File: config.mk
export PLATFORM = sky130hd
export DESIGN_NAME = chr_mem_port_flat
export DESIGN_NICKNAME = d
export VERILOG_FILES = /design/src/rtl/chr_mem_port_if.sv /design/src/rtl/chr_mem_port.sv /design/src/flat_wrapper.sv
export SDC_FILE = /design/constraint.sdc
export NUM_CORES = 1
export LEC_CHECK = 0
export ABC_AREA = 0
export BUFFER_PORTS_ARGS = -buffer_cell sky130_fd_sc_hd__buf_2
export CAP_MARGIN = 0
export CORE_MARGIN = 10
export CORE_UTILIZATION = 45
export DETAILED_ROUTE_END_ITERATION = 8
export GPL_TIMING_DRIVEN = 0
export SYNTH_ARGS = -nofsm -noshare
export SYNTH_HDL_FRONTEND = slang
export SYNTH_SLANG_ARGS = --single-unit
File: constraint.sdc
create_clock -name clk -period 7.4 [get_ports clk]
set_input_delay 0.74 -clock clk [delete_from_list [all_inputs] [get_ports clk]]
set_output_delay 0.74 -clock clk [all_outputs]
set_load 0.005 [all_outputs]
File: src/rtl/chr_mem_port_if.sv
// SDRAM controller port bundle for chr_mem_port.
//   master : the bridge (drives req/we/address/data/mask, receives read data + ack)
//   slave  : the SDRAM arbiter side
interface chr_mem_port_if #(
  parameter int ADDR_BITS = 23
);
  logic                 ram_req;
  logic                 ram_we;
  logic [ADDR_BITS-2:0] ram_address;
  logic [15:0]          ram_data_write;
  logic [1:0]           ram_wm;
  logic [15:0]          ram_data_read;
  logic                 ram_ack;

  modport master (
    output ram_req, ram_we, ram_address, ram_data_write, ram_wm,
    input  ram_data_read, ram_ack
  );

  modport slave (
    input  ram_req, ram_we, ram_address, ram_data_write, ram_wm,
    output ram_data_read, ram_ack
  );
endinterface

File: src/rtl/chr_mem_port.sv
// Cartridge CHR bus to 16-bit SDRAM port bridge.
// One-word read cache with write-through, posted write queue, same-word
// read-after-write ordering, sticky overflow on a dropped write.
// Ports:
//   clk, rst_n        clock, async active-low reset
//   addr, data_in     cartridge byte address / write data (asynchronous)
//   ce, oe, we        cartridge strobes (oe active-low, we active-high)
//   data_out          byte of the cached word selected by live addr[0]
//   ram               SDRAM port (chr_mem_port_if.master)
//   busy              FSM active, queue non-empty or a read pending
//   overflow          sticky: a write was dropped on a full queue
module chr_mem_port #(
  parameter int ADDR_BITS     = 23,
  parameter int SYNC_STAGES   = 2,
  parameter int STABLE_CYCLES = 3,
  parameter int WQ_DEPTH      = 4
)(
  input  logic                 clk,
  input  logic                 rst_n,
  input  logic [ADDR_BITS-1:0] addr,
  input  logic [7:0]           data_in,
  output logic [7:0]           data_out,
  input  logic                 ce,
  input  logic                 oe,
  input  logic                 we,
  chr_mem_port_if.master       ram,
  output logic                 busy,
  output logic                 overflow
);

  localparam int           WA       = ADDR_BITS - 1;
  localparam int           QW       = $clog2(WQ_DEPTH);
  localparam logic [2:0]   STABLE_N = 3'(STABLE_CYCLES);
  localparam logic [QW:0]  Q_FULL   = (QW+1)'(WQ_DEPTH);

  typedef struct packed {
    logic [WA-1:0] word;
    logic          hi;    // byte lane: addr[0]
    logic [7:0]    dat;
  } wq_t;

  typedef enum logic [1:0] {IDLE, RD_WAIT, WR_WAIT} state_t;

  // ---------------------------------------------------------------- sync
  logic [SYNC_STAGES-1:0]                rd_sync, wr_sync;
  logic [SYNC_STAGES:0][ADDR_BITS-1:0]   gray_sync;

  always_ff @(posedge clk or negedge rst_n) begin
    if (!rst_n) begin
      rd_sync   <= '0;
      wr_sync   <= '0;
      gray_sync <= '0;
    end else begin
      rd_sync   <= {rd_sync[SYNC_STAGES-2:0], ce & ~oe};
      wr_sync   <= {wr_sync[SYNC_STAGES-2:0], ce & we};
      gray_sync <= {gray_sync[SYNC_STAGES-1:0], addr ^ (addr >> 1)};
    end
  end

  logic rd_s, wr_s;
  assign rd_s = rd_sync[SYNC_STAGES-1];
  assign wr_s = wr_sync[SYNC_STAGES-1];

  // Gray decode of the oldest sample; only the word bits are needed.
  logic [WA-1:0] s_word;
  always_comb begin
    s_word = '0;
    for (int i = 0; i < WA; i++)
      s_word[i] = ^(gray_sync[SYNC_STAGES] >> (i + 1));
  end

  // ----------------------------------------------------- write capture
  logic                 wr_prev, wr_fall;
  logic [ADDR_BITS-1:0] wr_addr;
  logic [7:0]           wr_byte;

  always_ff @(posedge clk or negedge rst_n) begin
    if (!rst_n) begin
      wr_prev <= 1'b0;
      wr_addr <= '0;
      wr_byte <= '0;
    end else begin
      wr_prev <= wr_s;
      if (wr_s) begin
        wr_addr <= addr;
        wr_byte <= data_in;
      end
    end
  end

  assign wr_fall = wr_prev & ~wr_s;

  wq_t push_ent;
  assign push_ent = '{word: wr_addr[ADDR_BITS-1:1], hi: wr_addr[0], dat: wr_byte};

  // ------------------------------------------------ stability counter
  logic [2:0] cnt;
  logic       stable, rd_taken, accept;

  always_ff @(posedge clk or negedge rst_n) begin
    if (!rst_n) begin
      cnt      <= '0;
      rd_taken <= 1'b0;
    end else begin
      if (wr_fall || !rd_s)
        cnt <= '0;
      else if (gray_sync[SYNC_STAGES] == gray_sync[SYNC_STAGES-1]) begin
        if (cnt != STABLE_N) cnt <= cnt + 3'd1;
      end else
        cnt <= 3'd1;
      // one accept per stable window; re-arms once stable drops
      rd_taken <= stable;
    end
  end

  assign stable = (cnt == STABLE_N);
  assign accept = stable & ~rd_taken;

  // ------------------------------------------------------------- state
  state_t          state, state_nx;
  logic [15:0]     cache;
  logic [WA-1:0]   tag;
  logic            cache_valid;
  logic            pend_valid;
  logic [WA-1:0]   pend_word;
  logic [WA-1:0]   rd_word;      // word of the read in flight
  logic [1:0]      ovr_mask;     // bytes written to rd_word while in flight
  logic [15:0]     ovr_data;

  wq_t             q_mem [WQ_DEPTH];
  logic [QW-1:0]   wptr, rptr;
  logic [QW:0]     q_cnt;
  wq_t             head;

  logic hit, load, push, pop, drop, fill, hazard;
  logic issue_rd, issue_wr;
  logic [15:0] fill_data;

  assign head = q_mem[rptr];
  assign hit  = cache_valid && (tag == s_word);
  assign load = accept && !hit;
  assign pop  = (state == WR_WAIT) && ram.ram_ack;
  assign fill = (state == RD_WAIT) && ram.ram_ack;
  // a pop in the same cycle frees the slot, so a full queue still accepts
  assign push = wr_fall && ((q_cnt != Q_FULL) || pop);
  assign drop = wr_fall && (q_cnt == Q_FULL) && !pop;

  // A pending read must not pass any queued write to the same word,
  // including one being pushed this cycle.
  always_comb begin
    hazard = push && (push_ent.word == pend_word);
    for (int k = 0; k < WQ_DEPTH; k++)
      if (((QW+1)'(k) < q_cnt) && (q_mem[QW'(rptr + QW'(k))].word == pend_word))
        hazard = 1'b1;
  end

  // FSM: state register
  always_ff @(posedge clk or negedge rst_n) begin
    if (!rst_n) state <= IDLE;
    else        state <= state_nx;
  end

  // FSM: next state
  always_comb begin
    state_nx = state;
    unique case (state)
      IDLE:    if (issue_rd)      state_nx = RD_WAIT;
               else if (issue_wr) state_nx = WR_WAIT;
      RD_WAIT,
      WR_WAIT: if (ram.ram_ack)   state_nx = IDLE;
      default:                    state_nx = IDLE;
    endcase
  end

  // FSM: outputs (issue decisions, registered onto the port below)
  always_comb begin
    issue_rd = 1'b0;
    issue_wr = 1'b0;
    if (state == IDLE) begin
      if (pend_valid && !hazard) issue_rd = 1'b1;
      else if (q_cnt != '0)      issue_wr = 1'b1;
    end
  end

  always_ff @(posedge clk or negedge rst_n) begin
    if (!rst_n) begin
      ram.ram_req        <= 1'b0;
      ram.ram_we         <= 1'b0;
      ram.ram_address    <= '0;
      ram.ram_data_write <= '0;
      ram.ram_wm         <= '0;
    end else begin
      ram.ram_req <= issue_rd | issue_wr;
      if (issue_rd) begin
        ram.ram_we      <= 1'b0;
        ram.ram_address <= pend_word;
      end else if (issue_wr) begin
        ram.ram_we         <= 1'b1;
        ram.ram_address    <= head.word;
        ram.ram_data_write <= {head.dat, head.dat};
        ram.ram_wm         <= head.hi ? 2'b01 : 2'b10;
      end
    end
  end

  // ------------------------------------------------------- write queue
  always_ff @(posedge clk or negedge rst_n) begin
    if (!rst_n) begin
      wptr     <= '0;
      rptr     <= '0;
      q_cnt    <= '0;
      overflow <= 1'b0;
      for (int k = 0; k < WQ_DEPTH; k++) q_mem[k] <= '0;
    end else begin
      if (push) begin
        q_mem[wptr] <= push_ent;
        wptr        <= wptr + 1'b1;
      end
      if (pop) rptr <= rptr + 1'b1;
      case ({push, pop})
        2'b10:   q_cnt <= q_cnt + 1'b1;
        2'b01:   q_cnt <= q_cnt - 1'b1;
        default: q_cnt <= q_cnt;
      endcase
      if (drop) overflow <= 1'b1;
    end
  end

  // ------------------------------------------------- pending read slot
  always_ff @(posedge clk or negedge rst_n) begin
    if (!rst_n) begin
      pend_valid <= 1'b0;
      pend_word  <= '0;
      rd_word    <= '0;
    end else begin
      if (load) begin
        pend_valid <= 1'b1;
        pend_word  <= s_word;
      end else if (fill && (pend_word == rd_word))
        pend_valid <= 1'b0;   // a newer miss to another word stays pending
      if (issue_rd) rd_word <= pend_word;
    end
  end

  // Writes to the in-flight word win over the returned data.
  always_ff @(posedge clk or negedge rst_n) begin
    if (!rst_n) begin
      ovr_mask <= '0;
      ovr_data <= '0;
    end else if (issue_rd) begin
      ovr_mask <= '0;
    end else if ((state == RD_WAIT) && push && (push_ent.word == rd_word)) begin
      if (push_ent.hi) begin
        ovr_mask[1]     <= 1'b1;
        ovr_data[15:8]  <= push_ent.dat;
      end else begin
        ovr_mask[0]     <= 1'b1;
        ovr_data[7:0]   <= push_ent.dat;
      end
    end
  end

  always_comb begin
    fill_data = ram.ram_data_read;
    if (ovr_mask[0]) fill_data[7:0]  = ovr_data[7:0];
    if (ovr_mask[1]) fill_data[15:8] = ovr_data[15:8];
    if (push && (push_ent.word == rd_word)) begin
      if (push_ent.hi) fill_data[15:8] = push_ent.dat;
      else             fill_data[7:0]  = push_ent.dat;
    end
  end

  // ------------------------------------------------------------- cache
  always_ff @(posedge clk or negedge rst_n) begin
    if (!rst_n) begin
      cache       <= '0;
      tag         <= '0;
      cache_valid <= 1'b0;
    end else if (fill) begin
      cache       <= fill_data;
      tag         <= rd_word;
      cache_valid <= 1'b1;
    end else if (push && cache_valid && (tag == push_ent.word)) begin
      if (push_ent.hi) cache[15:8] <= push_ent.dat;
      else             cache[7:0]  <= push_ent.dat;
    end
  end

  assign data_out = addr[0] ? cache[15:8] : cache[7:0];
  assign busy     = (state != IDLE) || (q_cnt != '0) || pend_valid;

endmodule

File: src/flat_wrapper.sv
// flat-port wrapper written by rule: the top's interface ports become plain ports
module chr_mem_port_flat 
#(
  parameter int ADDR_BITS     = 23,
  parameter int SYNC_STAGES   = 2,
  parameter int STABLE_CYCLES = 3,
  parameter int WQ_DEPTH      = 4
)
  (clk, rst_n, addr, data_in, data_out, ce, oe, we, busy, overflow, ram_ram_req, ram_ram_we, ram_ram_address, ram_ram_data_write, ram_ram_wm, ram_ram_data_read, ram_ram_ack);
  chr_mem_port_if #(.ADDR_BITS(ADDR_BITS)) ram_i ();
  input  logic clk;
  input  logic rst_n;
  input  logic [ADDR_BITS-1:0] addr;
  input  logic [7:0] data_in;
  output logic [7:0] data_out;
  input  logic ce;
  input  logic oe;
  input  logic we;
  output logic busy;
  output logic overflow;
  output wire logic [$bits(ram_i.ram_req)-1:0] ram_ram_req;
  output wire logic [$bits(ram_i.ram_we)-1:0] ram_ram_we;
  output wire logic [$bits(ram_i.ram_address)-1:0] ram_ram_address;
  output wire logic [$bits(ram_i.ram_data_write)-1:0] ram_ram_data_write;
  output wire logic [$bits(ram_i.ram_wm)-1:0] ram_ram_wm;
  input wire logic [$bits(ram_i.ram_data_read)-1:0] ram_ram_data_read;
  input wire logic [$bits(ram_i.ram_ack)-1:0] ram_ram_ack;
  assign ram_ram_req = ram_i.ram_req;
  assign ram_ram_we = ram_i.ram_we;
  assign ram_ram_address = ram_i.ram_address;
  assign ram_ram_data_write = ram_i.ram_data_write;
  assign ram_ram_wm = ram_i.ram_wm;
  assign ram_i.ram_data_read = ram_ram_data_read;
  assign ram_i.ram_ack = ram_ram_ack;
  chr_mem_port #(.ADDR_BITS(ADDR_BITS), .SYNC_STAGES(SYNC_STAGES), .STABLE_CYCLES(STABLE_CYCLES), .WQ_DEPTH(WQ_DEPTH)) u_core (.clk(clk), .rst_n(rst_n), .addr(addr), .data_in(data_in), .data_out(data_out), .ce(ce), .oe(oe), .we(we), .ram(ram_i), .busy(busy), .overflow(overflow));
endmodule
==> results of run 1 <==
==> final cells by class <==
cell class | instances | area [µm²]
sequential | 379 | 9480
fill | 3753 | 20600
clock buffer | 61 | 1250
inverter | 56 | 210
buffer | 133 | 574
clock inverter | 14 | 229
tap | 585 | 732
multi-input combinational | 955 | 9560
timing repair buffer | 106 | 608
antenna | 2 | 5.00
==> state kept, by name, summed over array words and instances, names as in the netlist, 16 cells and up <==
register	cells
u_core.cache	16
u_core.ovr_data	16
u_core.pend_word	22
u_core.ram.ram_address	22
u_core.gray_sync	69
u_core.rd_word	22
u_core.tag	22
u_core.q_mem	124
u_core.wr_addr	23
==> cells in the mapped netlist, types with 18 or more instances <==
library cell / instances
buf_1: 18
clkbuf_1: 90
dfrtp_1: 379
inv_1: 56
mux2_2: 208
mux2i_1: 31
mux4_2: 97
nand2_1: 34
nand4_1: 25
nor2_1: 30
nor4_1: 30
o211ai_1: 23
o21ai_0: 61
o221ai_1: 23
xnor2_1: 144
xor2_1: 124
==> power by group through the flow <==
stage          combinational (W)  sequential [W]  clock [W]
3_3_place_gp             0.00399         0.00308          0
4_1_cts                  0.00407         0.00309    0.00229
6_report                 0.00408         0.00311    0.00226
5_1_grt                  0.00435         0.00318    0.00238
3_5_place_dp             0.00405         0.00312          0
2_1_floorplan            0.00295         0.00296          0
==> per-stage QoR <==
stage | power [W] | cells | setup slack (ns) | TNS, ns | util, %
2_1_floorplan | 0.00591 | 1523 | 3.89 | 0 | -
3_3_place_gp | 0.00707 | 2211 | -1.92 | -709.25 | 48.7
3_5_place_dp | 0.00717 | 2214 | 2.17 | 0 | 48.9
4_1_cts | 0.00945 | 2289 | 2.15 | 0 | 52.3
5_1_grt | 0.00990 | 2289 | 1.80 | 0 | 52.3
6_report | 0.00944 | 2291 | 1.92 | 0 | 52.4
==> cell usage in the layout, fill, tap and decap left out, types with 34 or more instances in the layout <==
| cell | count |
|---|---|
| mux4_2 | 97 |
| o21ai_0 | 61 |
| clkbuf_1 | 97 |
| xor2_1 | 124 |
| inv_1 | 56 |
| clkbuf_16 | 43 |
| dfrtp_1 | 379 |
| nand2_1 | 34 |
| mux2_2 | 208 |
| xnor2_1 | 144 |
| buf_2 | 116 |
==> how the worst max path moves through the flow <==
stage	start	end	slack (ns)	depth (start not counted)
floorplan	u_core.gray_sync[67]	u_core.pend_word[10]	3.89	11
global placement	rst_n	u_core.q_mem[6]	-1.92	1
detailed placement	u_core.rptr[0]	u_core.ram.ram_req	2.17	13
CTS	u_core.rptr[0]	u_core.ram.ram_req	2.15	12
global route	u_core.rptr[0]	u_core.ram.ram_req	1.80	12
finish	u_core.rptr[0]	u_core.ram.ram_req	1.92	12
==> routing by layer <==
metal	track usage [%]	wire length [µm]	part of all wire (%)
met5	0	0	0
met4	6.27	1380	2.4
met3	4.40	4020	7.1
met2	32.5	25700	45
met1	30.1	25500	45
==> cells by family (layout without fill, tap and decap cells) <==
logic type	after synthesis	count (layout)
fa+ha+maj	14	14
mux	346	346
buf+inv	189	370
other cells	0	2
compound gates	159	159
simple gates	160	160
xor+xnor	276	276
flops	379	379
==> tab_implementation.tex, run 1 <==
\begin{tabular}{lr}
\hline
Metric & Value \\
\hline
\multicolumn{2}{l}{\textbf{Outcome}} \\
\quad Run status & completed \\
\multicolumn{2}{l}{\textbf{Job}} \\
\quad Max capacitance violation total & 0 \\
\multicolumn{2}{l}{\textbf{Worst setup path}} \\
\quad Critical path buffer and inverter count & 4 \\
\quad Worst reg2reg path endpoint & u\_core.ram.ram\_req \\
\quad Critical Path Max Stage Delay & 0.62 ns \\
\quad Critical Path, Cell by Cell & clkbuf\_1 -> buf\_2 -> mux4\_2 -> xnor2\_1 -> nand4\_1 -> nor4\_1 -> nand4\_1 -> a32oi\_1 -> or2\_2 -> clkbuf\_1 -> clkbuf\_1 -> nand2\_1 \\
\quad Worst path required time & 7.79 ns \\
\quad Reg2Reg Launch Point & u\_core.rptr[0] \\
\quad Reg2reg setup slack & 1.92 ns \\
\quad Worst r2r path cells & 12 \\
\quad Startpoint Class & flop \\
\quad Most used cell along the critical path & clkbuf\_1 \\
\quad Critical path arrival & 5.87 ns \\
\quad Highest fanout seen on the critical path & 10 \\
\quad Critical-path cell with the highest stage delay & mux4\_2 \\
\quad Top delay family on crit path & buffers and inverters \\
\quad CP Class & reg -> reg \\
\quad Endpoint kind of the worst setup timing path & flop \\
\multicolumn{2}{l}{\textbf{STA}} \\
\quad Endpoints failing setup & 0 \\
\quad Share of the clock period used by the worst path & 74.1\% \\
\quad Slew at the pin closest to its max-slew limit & 1.16 ns \\
\quad Setup repair after global routing missed its margin & false \\
\quad Count of pins over their slew limit & 0 \\
\quad Fin. Hold Viols & 0 \\
\quad Fmax & 182 MHz \\
\quad Clock skew & 0.0153 ns \\
\quad Post-route minimum period & 5.48 ns \\
\quad Max\_slew headroom & 22.4\% \\
\quad Final worst hold slack & 0.106 ns \\
\multicolumn{2}{l}{\textbf{Synthesis}} \\
\quad Fraction of registers with async set or reset after synthesis & 100\% \\
\quad Synthesized Nets & 1590 \\
\quad Area of the mapped netlist & 19800 µm² \\
\quad Count of different cell masters after synthesis & 53 \\
\quad XOR/XNOR share of the synthesized area & 12.8\% \\
\quad Ranking of synthesized cells by area & dfrtp\_1 48\%, mux2\_2 12\%, mux4\_2 11\%, xnor2\_1 6.4\%, xor2\_1 5.5\% \\
\quad Syn. warnings & 0 \\
\quad Post-synthesis share of cell area spent on full adders, half adders and majority gates & 0.884\% \\
\quad Synth Area in Simple Gates & 4.11\% \\
\quad Synth Area in Compound Gates & 5.25\% \\
\quad Combinational family with the most area after synthesis & multiplexers \\
\quad Share of synthesized area spent on multiplexers & 25.2\% \\
\quad Number of enable-type register cells in the synthesized netlist & 0 \\
\quad Sequential share of the synthesized area & 47.9\% \\
\quad Cell type with the highest aggregate area in the netlist & dfrtp\_1 \\
\quad Register bit total from synthesis & 379 \\
\quad Share of the synthesized area in the top cell type & 47.9\% \\
\quad Cell count after synthesis & 1523 \\
\quad Ys flop type & dfrtp\_1 \\
\quad Post-synthesis average cell area & 13.0 µm² \\
\multicolumn{2}{l}{\textbf{Global route}} \\
\quad Vias in the first global route & 13600 \\
\quad Global-route usage over all layers & 21.3\% \\
\quad Sum of overflow across all layers after global routing & 0 \\
\quad Antenna violations before repair & 1 \\
\quad Largest net degree at the start of global routing & 113 \\
\quad Wire length of the first global-routing pass & 86.2 mm \\
\multicolumn{2}{l}{\textbf{Detailed routing}} \\
\quad Number of DRC markers after the initial detailed-route iteration & 1131 \\
\quad Number of search-and-repair iterations in the first detailed-routing pass & 7 \\
\quad Final WL & 56.6 mm \\
\quad Count of vias placed by the detailed router & 13200 \\
\quad Remaining antenna violation count & 0 \\
\quad Via/cell ratio & 5.77 \\
\quad Detailed-route DRC error count & 0 \\
\quad Average wire length per cell after detail routing & 24.7 µm \\
\multicolumn{2}{l}{\textbf{Power}} \\
\quad Switching part of the total & 36.0\% \\
\quad Internal cell power & 0.00605 W \\
\quad Largest voltage drop on the vdd net & 0.252 mV \\
\quad Sequential share of power & 32.9\% \\
\quad Combinational fraction of design power & 43.2\% \\
\quad Power share of the clock group & 23.9\% \\
\quad Standby leakage power & 9.94 nW \\
\quad Switching power & 0.00340 W \\
\quad Pwr dens & 417 nW/µm² \\
\multicolumn{2}{l}{\textbf{Placed design}} \\
\quad Cell Area, Placed & 21200 µm² \\
\quad Half-perimeter wire length after placement & 42.1 mm \\
\quad Global placer's final weighted congestion & 0.917 \\
\quad Count of buffers from port buffering & 103 \\
\multicolumn{2}{l}{\textbf{Finish}} \\
\quad Layout cells sized above 1 & 30.6\% \\
\quad Number of nets at the end of the flow & 1740 \\
\quad Post-Layout Inst Area & 22700 µm² \\
\quad Area growth syn-to-layout & 14.3\% \\
\multicolumn{2}{l}{\textbf{Floorplanning}} \\
\quad Die boundary width & 230 µm \\
\quad Placeable Area & 43300 µm² \\
\quad Die ar. & 52800 µm² \\
\quad Site Rows & 76 \\
\quad Die span in y & 230 µm \\
\quad I/O Pins & 105 \\
\quad Starting utilization of the core area & 45.8\% \\
\multicolumn{2}{l}{\textbf{Clocking}} \\
\quad Hold\_buf cts & 0 \\
\quad CTS Buffer Depth & 3 \\
\quad Setup fix buffers added after clock tree synthesis & 0 \\
\quad Sink count of the clock tree & 379 \\
\quad CTS clk-pin slew, worst paths & 0.06 ns \\
\quad Root Buffer Master & clkbuf\_16 \\
\quad CTS tree & built \\
\quad CTS Buf Count & 42 \\
\quad Latest clock arrival within the worst-skew pair & 0.57 ns \\
\quad Count of H-tree levels built during CTS & 2 \\
\quad Number of instances resized during post-cts repair & 0 \\
\multicolumn{2}{l}{\textbf{Min path}} \\
\quad Min-Delay Path Class & in -> async \\
\hline
\end{tabular}
(Power assumes the default switching activity.)
==> run 2: changes to the inputs <==
==> constraint.sdc (replaced) <==
create_clock -name clk -period 4.8 [get_ports clk]
set_input_delay 0.48 -clock clk [delete_from_list [all_inputs] [get_ports clk]]
set_output_delay 0.48 -clock clk [all_outputs]
set_load 0.005 [all_outputs]
==> tab_implementation.tex, run 2 (synthesized netlist as in run 1, its figures left out) <==
\begin{tabular}{lr}
\hline
Metric & Value \\
\hline
\multicolumn{2}{l}{\textbf{Detailed routing}} \\
\quad Average wire length per cell after detail routing & 24.7 µm (+0.11\%) \\
\quad Final WL & 56.6 mm (about the same) \\
\quad Number of search-and-repair iterations in the first detailed-routing pass & 5 (-2) \\
\quad Remaining antenna violation count & 0 (unchanged) \\
\quad Number of DRC markers after the initial detailed-route iteration & 1083 (-4.2\%) \\
\quad Count of vias placed by the detailed router & 13200 (-0.33\%) \\
\quad Via/cell ratio & 5.76 (-0.25\%) \\
\quad Detailed-route DRC error count & 0 (unchanged) \\
\multicolumn{2}{l}{\textbf{STA}} \\
\quad Count of pins over their slew limit & 0 (unchanged) \\
\quad Setup repair after global routing missed its margin & false \\
\quad Clock skew & 0.0150 ns (-0.000356 ns) \\
\quad Fin. Hold Viols & 0 (unchanged) \\
\quad Slew at the pin closest to its max-slew limit & 1.18 ns (+0.0142 ns) \\
\quad Post-route minimum period & 4.74 ns (-0.738 ns) \\
\quad Share of the clock period used by the worst path & 98.8\% (+25 points) \\
\quad Max\_slew headroom & 21.4\% (-0.95 points) \\
\quad PnR worst setup slack & 0.0568 ns (-1.86 ns) \\
\quad Endpoints failing setup & 0 (unchanged) \\
\quad Fmax & 211 MHz (+16\%) \\
\multicolumn{2}{l}{\textbf{Worst setup path}} \\
\quad Highest fanout seen on the critical path & 10 (unchanged) \\
\quad Endpoint kind of the worst setup timing path & flop \\
\quad Critical Path, Cell by Cell & clkbuf\_1 -> xor3\_2 -> xnor3\_2 -> xnor3\_1 -> xnor2\_1 -> mux2i\_1 -> a2111oi\_1 -> or3b\_1 -> buf\_6 -> buf\_12 -> mux2\_4 \\
\quad Critical-path cell with the highest stage delay & a2111oi\_1 \\
\quad Critical Path Max Stage Delay & 0.95 ns (+0.33 ns) \\
\quad CP Class & reg -> reg \\
\quad Critical path arrival & 5.19 ns (-0.68 ns) \\
\quad Startpoint Class & flop \\
\quad Worst path required time & 5.25 ns (-2.54 ns) \\
\quad Reg2reg setup slack & 0.06 ns (-1.86 ns) \\
\multicolumn{2}{l}{\textbf{Power}} \\
\quad Combinational fraction of design power & 43.1\% (about the same) \\
\quad Power consumption & 0.0146 W (+54\%) \\
\quad Internal cell power & 0.00933 W (+54\%) \\
\quad Switching power & 0.00524 W (+54\%) \\
\quad Switching part of the total & 36.0\% (about the same) \\
\quad Largest voltage drop on the vdd net & 0.388 mV (+54\%) \\
\quad Pwr dens & 642 nW/µm² (+54\%) \\
\quad Standby leakage power & 9.97 nW (+0.27\%) \\
\quad Sequential share of power & 33.0\% (about the same) \\
\quad Power share of the clock group & 23.9\% (about the same) \\
\multicolumn{2}{l}{\textbf{Finish}} \\
\quad Number of nets at the end of the flow & 1739 (-0.057\%) \\
\quad Area growth syn-to-layout & 14.4\% \\
\quad Layout cells sized above 1 & 31.2\% (+0.61 points) \\
\quad Largest reg by FF count & u\_core.q\_mem \\
\quad Most frequent cells in the layout & 379 x dfrtp\_1, 208 x mux2\_2, 144 x xnor2\_1 \\
\quad Registers with the most flip-flops & u\_core.q\_mem (124), u\_core.gray\_sync (69), u\_core.wr\_addr (23) \\
\quad Final instance count without filler cells & 2289 (-0.087\%) \\
\quad Fill count & 3748 (-0.13\%) \\
\quad Most common cell after layout, fill and taps aside & dfrtp\_1 \\
\quad Max FFs per register & 124 (unchanged) \\
\quad Post-Layout Inst Area & 22700 µm² (+0.12\%) \\
\quad Register area & 9480 µm² (unchanged) \\
\quad Final core occ & 52.4\% (+0.061 points) \\
\quad Multi-input gate area in the final layout & 9570 µm² (+0.12\%) \\
\multicolumn{2}{l}{\textbf{Global route}} \\
\quad Largest net degree at the start of global routing & 113 (unchanged) \\
\quad Global-route usage over all layers & 21.3\% (about the same) \\
\quad Wire length of the first global-routing pass & 86.2 mm (about the same) \\
\quad Antenna violations before repair & 1 (unchanged) \\
\quad Vias in the first global route & 13600 (+0.11\%) \\
\quad Sum of overflow across all layers after global routing & 0 (unchanged) \\
\multicolumn{2}{l}{\textbf{Floorplanning}} \\
\quad Site Rows & 76 (unchanged) \\
\quad Starting utilization of the core area & 45.8\% (unchanged) \\
\quad Die boundary width & 230 µm (unchanged) \\
\quad Placeable Area & 43300 µm² (unchanged) \\
\quad Die ar. & 52800 µm² (unchanged) \\
\quad Die span in y & 230 µm (unchanged) \\
\quad I/O Pins & 105 (unchanged) \\
\multicolumn{2}{l}{\textbf{Placed design}} \\
\quad Cell Area, Placed & 21200 µm² (unchanged) \\
\quad Number of cells in the design after placement & 2214 (unchanged) \\
\quad Count of buffers from port buffering & 103 (unchanged) \\
\quad Worst setup slack before clock tree synthesis & -0.431 ns (-2.60 ns) \\
\quad Global placer's final weighted congestion & 0.917 (unchanged) \\
\quad Half-perimeter wire length after placement & 42.1 mm (unchanged) \\
\multicolumn{2}{l}{\textbf{Clocking}} \\
\quad Count of H-tree levels built during CTS & 2 (unchanged) \\
\quad CTS clk-pin slew, worst paths & 0.06 ns (about the same) \\
\quad Latest clock arrival within the worst-skew pair & 0.57 ns (about the same) \\
\quad CTS Buffer Depth & 3 (unchanged) \\
\quad CTS Buf Count & 42 (unchanged) \\
\quad Sink count of the clock tree & 379 (unchanged) \\
\quad CTS tree & built \\
\quad Root Buffer Master & clkbuf\_16 \\
\multicolumn{2}{l}{\textbf{Min path}} \\
\quad Min-Delay Path Class & in -> reg \\
\multicolumn{2}{l}{\textbf{Job}} \\
\quad Max capacitance violation total & 0 (unchanged) \\
\multicolumn{2}{l}{\textbf{Outcome}} \\
\quad Run status & completed \\
\hline
\end{tabular}
==> run 2: routing by layer <==
layer / routed length [µm] / share of wire, % / GRT usage, % / vias up
met1: 25300 / 45 / 30.1 / 6871
met3: 4170 / 7.4 / 4.40 / 85
met4: 1350 / 2.4 / 6.27 / 0
li1: - / - / - / 5727
met5: 0 / 0 / 0 / -
met2: 25800 / 46 / 32.5 / 497
==> run 2: path summary, 6_finish.rpt <==
| check | from | endpoint | cells past startpoint |
|---|---|---|---|
| max in group asynchronous | rst_n | u_core.q_mem[96] | 4 |
| worst min-delay path | oe | u_core.rd_sync[0] | 2 |
| worst max register to register | u_core.gray_sync[67] | u_core.pend_word[7] | 11 |
| min in group asynchronous | rst_n | u_core.gray_sync[29] | 2 |
| worst max-delay path | u_core.gray_sync[67] | u_core.pend_word[7] | 11 |
| worst min register to register | u_core.gray_sync[14] | u_core.gray_sync[37] | 0 |
==> run 2: stage by stage <==
step	hold slack [ns]	TNS [ns]
floorplan	0.184	0
detailed placement	0.335	-15.86
global route	0.0724	0
finish	0.0696	0
CTS	0.0461	0
global placement	0.332	-1607.83
==> run 2: layout make-up <==
| class | instances | area share [%] |
|---|---|---|
| Multi-Input combinational cell | 955 | 42.2 |
| Sequential cell | 379 | 41.8 |
| Clock buffer | 61 | 5.53 |
| Tap cell | 585 | 3.23 |
| Timing Repair Buffer | 107 | 2.73 |
| Buffer | 131 | 2.57 |
| Clock inverter | 14 | 1.01 |
| Inverter | 56 | 0.927 |
| Antenna cell | 1 | 0.0110 |
==> run 2: critical path, delay by kind of cell, from the launching register on <==
kind | cells | cell delay (ns)
AND/OR/NAND/NOR | 1 | 0.24
buffers and inverters | 3 | 0.56
flip-flops | 1 | 0.32
XOR/XNOR | 4 | 2.06
multiplexers | 2 | 0.48
AO/OA/AOI/OAI | 1 | 0.95
==> run 2: repair_timing <==
action / 4_1_cts / 5_1_grt
endpoints found under the setup margin: 88 / 18
setup buffers: 0 / 0
hold buffers: 1 / 0
resized for setup: 8 / 9
endpoints found under the hold margin: 68 / 0
==> run 2: power groups by stage <==
stage,clock network (W),logic [W],registers [W]
after global placement,0,0.00615,0.00475
final,0.00348,0.00628,0.00481
after CTS,0.00354,0.00627,0.00478
after global routing,0.00367,0.00669,0.00491
after detailed placement,0,0.00624,0.00481
after floorplan,0,0.00455,0.00457
